`src/rtl/control_unit_pkg.sv`:
```
// Shared CPU encodings and the control-strobe bundle used by the main decoder.
// Holds opcode/ALUOp constants plus the NOP value and a legality check.
package cpu_defs;

  typedef logic [1:0] opcode_t;

  localparam opcode_t OP_ADD = 2'b00;
  localparam opcode_t OP_LW  = 2'b01;
  localparam opcode_t OP_SW  = 2'b10;
  localparam opcode_t OP_J   = 2'b11;

  localparam logic ALUOP_ADD   = 1'b0;
  localparam logic ALUOP_FUNCT = 1'b1;

  // Field order matches the outputs as they are listed on control_unit.
  typedef struct packed {
    logic reg_dst;
    logic reg_write;
    logic alu_src;
    logic branch;
    logic mem_read;
    logic mem_write;
    logic mem_to_reg;
    logic alu_op;
  } ctrl_t;

  localparam ctrl_t CTRL_NOP = '0;

  // True when a strobe set respects the datapath exclusion rules.
  function automatic logic ctrl_legal(input ctrl_t c);
    logic ok;
    ok = 1'b1;
    if (c.mem_read && c.mem_write)                ok = 1'b0;
    if (c.branch && (c.reg_write || c.mem_write)) ok = 1'b0;
    if (c.mem_to_reg && !c.mem_read)              ok = 1'b0;
    return ok;
  endfunction

endpackage

```
`src/rtl/control_decode.sv`:
```
// Combinational opcode-to-strobe decoder for the 8-bit CPU.
// Only instruction bits [7:6] reach this block.
module control_decode
  import cpu_defs::*;
(
  input  opcode_t opcode_i,
  output ctrl_t   ctrl_o
);

  always_comb begin
    ctrl_o = CTRL_NOP;
    case (opcode_i)
      OP_ADD: begin
        ctrl_o.reg_dst   = 1'b1;
        ctrl_o.reg_write = 1'b1;
        ctrl_o.alu_op    = ALUOP_FUNCT;
      end
      OP_LW: begin
        ctrl_o.reg_write  = 1'b1;
        ctrl_o.alu_src    = 1'b1;
        ctrl_o.mem_read   = 1'b1;
        ctrl_o.mem_to_reg = 1'b1;
        ctrl_o.alu_op     = ALUOP_ADD;
      end
      OP_SW: begin
        ctrl_o.alu_src   = 1'b1;
        ctrl_o.mem_write = 1'b1;
        ctrl_o.alu_op    = ALUOP_ADD;
      end
      OP_J: begin
        ctrl_o.branch = 1'b1;
      end
      default: ctrl_o = CTRL_NOP;
    endcase
  end

endmodule

```
`src/rtl/control_unit.sv`:
```
// Main control unit: decodes the opcode and registers the strobes (1-cycle latency).
// Synchronous reset inserts a NOP bubble on the outputs.
module control_unit
  import cpu_defs::*;
(
  input  logic       clk,
  input  logic       reset,
  input  logic [1:0] Instruction,
  output logic       RegDst,
  output logic       RegWrite,
  output logic       ALUsrc,
  output logic       Branch,
  output logic       MemRead,
  output logic       MemWrite,
  output logic       MemtoReg,
  output logic       ALUOp
);

  ctrl_t ctrl_d;
  ctrl_t ctrl_q;

  control_decode u_decode (
    .opcode_i (Instruction),
    .ctrl_o   (ctrl_d)
  );

  always_ff @(posedge clk) begin
    if (reset) ctrl_q <= CTRL_NOP;
    else       ctrl_q <= ctrl_d;
  end

  assign RegDst   = ctrl_q.reg_dst;
  assign RegWrite = ctrl_q.reg_write;
  assign ALUsrc   = ctrl_q.alu_src;
  assign Branch   = ctrl_q.branch;
  assign MemRead  = ctrl_q.mem_read;
  assign MemWrite = ctrl_q.mem_write;
  assign MemtoReg = ctrl_q.mem_to_reg;
  assign ALUOp    = ctrl_q.alu_op;

endmodule

```
`config.mk`:
```
export PLATFORM = sky130hd
export DESIGN_NAME = control_unit
export DESIGN_NICKNAME = d
export VERILOG_FILES = /design/src/rtl/control_unit_pkg.sv /design/src/rtl/control_decode.sv /design/src/rtl/control_unit.sv
export SDC_FILE = /design/constraint.sdc
export NUM_CORES = 1
export LEC_CHECK = 0
export CAP_MARGIN = 15
export CORE_AREA = 4 4 41 43
export DETAILED_ROUTE_END_ITERATION = 10
export DIE_AREA = 0 0 45 47
export GPL_TIMING_DRIVEN = 0
export MAX_ROUTING_LAYER = met4
export PLACE_DENSITY = 0.51
export SYNTH_ARGS = -nofsm -noshare
export SYNTH_HDL_FRONTEND = slang
export SYNTH_SLANG_ARGS = --single-unit
```
`constraint.sdc`:
```
create_clock -name clk -period 0.9 [get_ports clk]
set_input_delay 0.18 -clock clk [delete_from_list [all_inputs] [get_ports clk]]
set_output_delay 0.18 -clock clk [all_outputs]
set_load 0.01 [all_outputs]
```
==> results_dict.tcl, run 1 <==
set metrics [dict create \
    hold_viol 0 \
    synth_top_area_cell "dfxtp_1" \
    yosysWarnings 0 \
    finish.instance_area_sq_um 373 \
    wirelength_microns 346 \
    postSynthAreaPerCell_sq_um 12.3 \
    synth-main-ff-cell "dfxtp_1" \
    crit_type "reg2out" \
    yosysMostFrequentCell "dfxtp_1" \
    htreeDepth 1 \
    critPathCapture "MemtoReg" \
    syn_to_final_growth_pct 51.3 \
    dieArea_sq_um 2120 \
    critPathMaxFanout 2 \
    n_fill_cell 149 \
    cp.arrival_ns 0.76 \
    cpPeakStageDelay_ns 0.31 \
    antenna_found_initial 0 \
    vias 159 \
    die_x_microns 45 \
    p_leak_uw 0.000200 \
    clock_path_buffers 2 \
    tightest_slew_ns 0.145 \
    wl_per_cell_microns 7.21 \
    cts_num_sinks 6 \
    place_inst 46 \
    relSlewSlack_pct 90.3 \
    crit_required_ns 0.72 \
    synth_top_area_share_pct 48.7 \
    synthArstFlopShare_pct 0 \
    drive_gt1_share_pct 60.6 \
    drc 0 \
    crit_path_frequent_cell "buf_6" \
    cts.root.buffer_cell "clkbuf_4" \
    synth_cells 20 \
    drv_slew 0 \
    gr-usage-all-layers_pct 4.73 \
    yosys-top-cells-area "dfxtp_1 49%, ha_1 20%, and2b_2 18%" \
    hp-class "in2reg" \
    core_sq_um 1300 \
    cts_tree "done" \
    grt_pass1_vias 158 \
    critical_path.slowest_cell "dfxtp_2" \
    critPathLaunch "MemtoReg" \
    cp_top_family "flip-flops" \
    overflow 0 \
    initial_utilization_pct 18.9 \
    synthesis.area_sq_um 246 \
    drt_iter0_markers 0 \
    die_h_microns 47 \
    port_buffers 11 \
    dpl-instance-area_sq_um 375 \
    critPathLaunchType "flip-flop" \
    fin_nets 43 \
    synth_edf_count 0 \
    setup_slack_ns -0.0364 \
    ant_nets 0 \
    setup_viol 1 \
    finalCritPeriodShare_pct 104 \
    synth_cell_type_count 6 \
    max_clock_freq_mhz 1070 \
    cp-end-kind "output pin" \
    clk_transition_reported_paths_ns 0.04 \
    numCtsBuffers 3 \
    ys_seq_area_share_pct 48.7 \
    grt_max_degree 7 \
    grt_first_pass_wirelength_microns 579 \
    postCtsSetupBuffers 0 \
    gp_congestion 0.665 \
    status "complete, but fails checks" \
    vias_per_cell 3.31 \
    min_period_ns 0.936 \
    crit_chain "buf_6 > buf_6" \
    synth_seq_cells 6 \
    ir_drop_mv 0.414 \
    drv_cap 0 \
    stdcell_count 48 \
    syn-num-nets 28 \
    rows 13 \
    rsz0062_at_grt "yes" \
    num_antenna_cells 0 \
    power_density_nw_per_um2 1590 \
    io_pins 12 \
    first_pass_iters 1 \
    worst-path-buf-inv 2 \
    ys_top_cells_by_count "6 x dfxtp_1, 5 x and2b_2, 4 x ha_1" \
    crit_cells 2 \
    violations "setup timing" \
]
-- layout by cell type, fill, tap and decap left out --
master           instances
dfxtp_2                  2
dlygate4sd2_1            2
clkdlybuf4s50_1          1
ha_1                     4
dfxtp_1                  4
o21ba_2                  1
clkbuf_4                 3
buf_2                    5
and2b_2                  5
inv_1                    2
buf_6                    4
-- report_power, final --
| part | internal [uW] | switching, uW | leakage [uW] |
|---|---|---|---|
| combinational | 44.4 | 30.4 | 0.000136 |
| sequential | 281 | 4.37 | 0.0000503 |
| clock | 150 | 81.2 | 0.0000138 |
| total | 476 | 116 | 0.000200 |
-- worst min-delay path by stage --
stage	to	depth (start not counted)	slack, ns	start
final	MemWrite	3	0.47	Instruction[1]
after global routing	Branch	3	0.51	Instruction[1]
after CTS	MemWrite	3	0.47	Instruction[1]
after detailed placement	ALUOp	2	0.92	reset
after global placement	MemtoReg	2	0.91	reset
after floorplan	RegWrite	1	0.36	reset
-- logic make-up (layout without fill, tap and decap cells) --
group | after synthesis | after routing | share of synthesized area (%)
AOI/OAI and AO/OA | 1 | 1 | 4.06
adders and majority gates | 4 | 4 | 20.3
buffers and inverters | 4 | 17 | 9.14
DFF | 6 | 6 | 48.7
and+or+nand+nor | 5 | 5 | 17.8
-- area by class of cell --
| cell class | count | area (sq um) | area share [%] |
|---|---|---|---|
| Sequential cell | 6 | 123 | 32.9 |
| Timing Repair Buffer | 11 | 86.3 | 23.2 |
| Multi-Input combinational cell | 10 | 104 | 27.9 |
| Buffer | 1 | 11.3 | 3.02 |
| Tap cell | 15 | 18.8 | 5.03 |
| Inverter | 2 | 7.51 | 2.01 |
| Clock buffer | 3 | 22.5 | 6.04 |
-- flip-flops by register name (all words and copies together), names as in the netlist --
| register | count |
|---|---|
| Branch | 1 |
| ALUOp | 1 |
| MemtoReg | 1 |
| MemWrite | 1 |
| RegWrite | 1 |
| ALUsrc | 1 |
-- repair_timing --
item                                    in CTS  in global routing
endpoints found under the setup margin      13                  3
hold endpoints to repair                     0                  0
hold buffers                                 0                  0
resized for setup                           36                  3
-- per-stage QoR --
step                      power (uW)  worst slack [ns]  setup TNS [ns]  hold slack (ns)  util [%]
after global routing             625           -0.0663         -0.0663            0.507      28.7
after CTS                        607           -0.0807          -0.128            0.474      28.4
after floorplan                  326             0.129               0            0.359         -
after detailed placement         380            -0.465           -3.22            0.918      28.8
after global placement           379            -0.449           -3.09            0.910      28.8
final                            591           -0.0364         -0.0364            0.473      28.7
-- layer usage --
metal | share of wire, % | up-vias | track usage, %
met2 | 47 | 9 | 5.65
li1 | - | 84 | -
met3 | 16 | 0 | 2.30
met1 | 37 | 66 | 3.86
met4 | 0 | 0 | 8.77
met5 | 0 | - | -
No activity file was read; power rests on OpenSTA's default activity.
==> inputs of run 2 (changes only) <==
--- a/config.mk
+++ b/config.mk
@@ -10,7 +10,6 @@
 export DETAILED_ROUTE_END_ITERATION = 10
 export DIE_AREA = 0 0 45 47
 export GPL_TIMING_DRIVEN = 0
-export MAX_ROUTING_LAYER = met4
 export PLACE_DENSITY = 0.51
 export SYNTH_ARGS = -nofsm -noshare
 export SYNTH_HDL_FRONTEND = slang
==> results of run 2 <==
Same layout as run 1: the final DEF is identical, and so are final timing and power.
Main changes from that run: final weighted congestion in routability-driven placement 0.665 -> 0.659; via count of the first global-routing pass 158 -> 159; overall routing resource usage 4.73% -> 4.58%
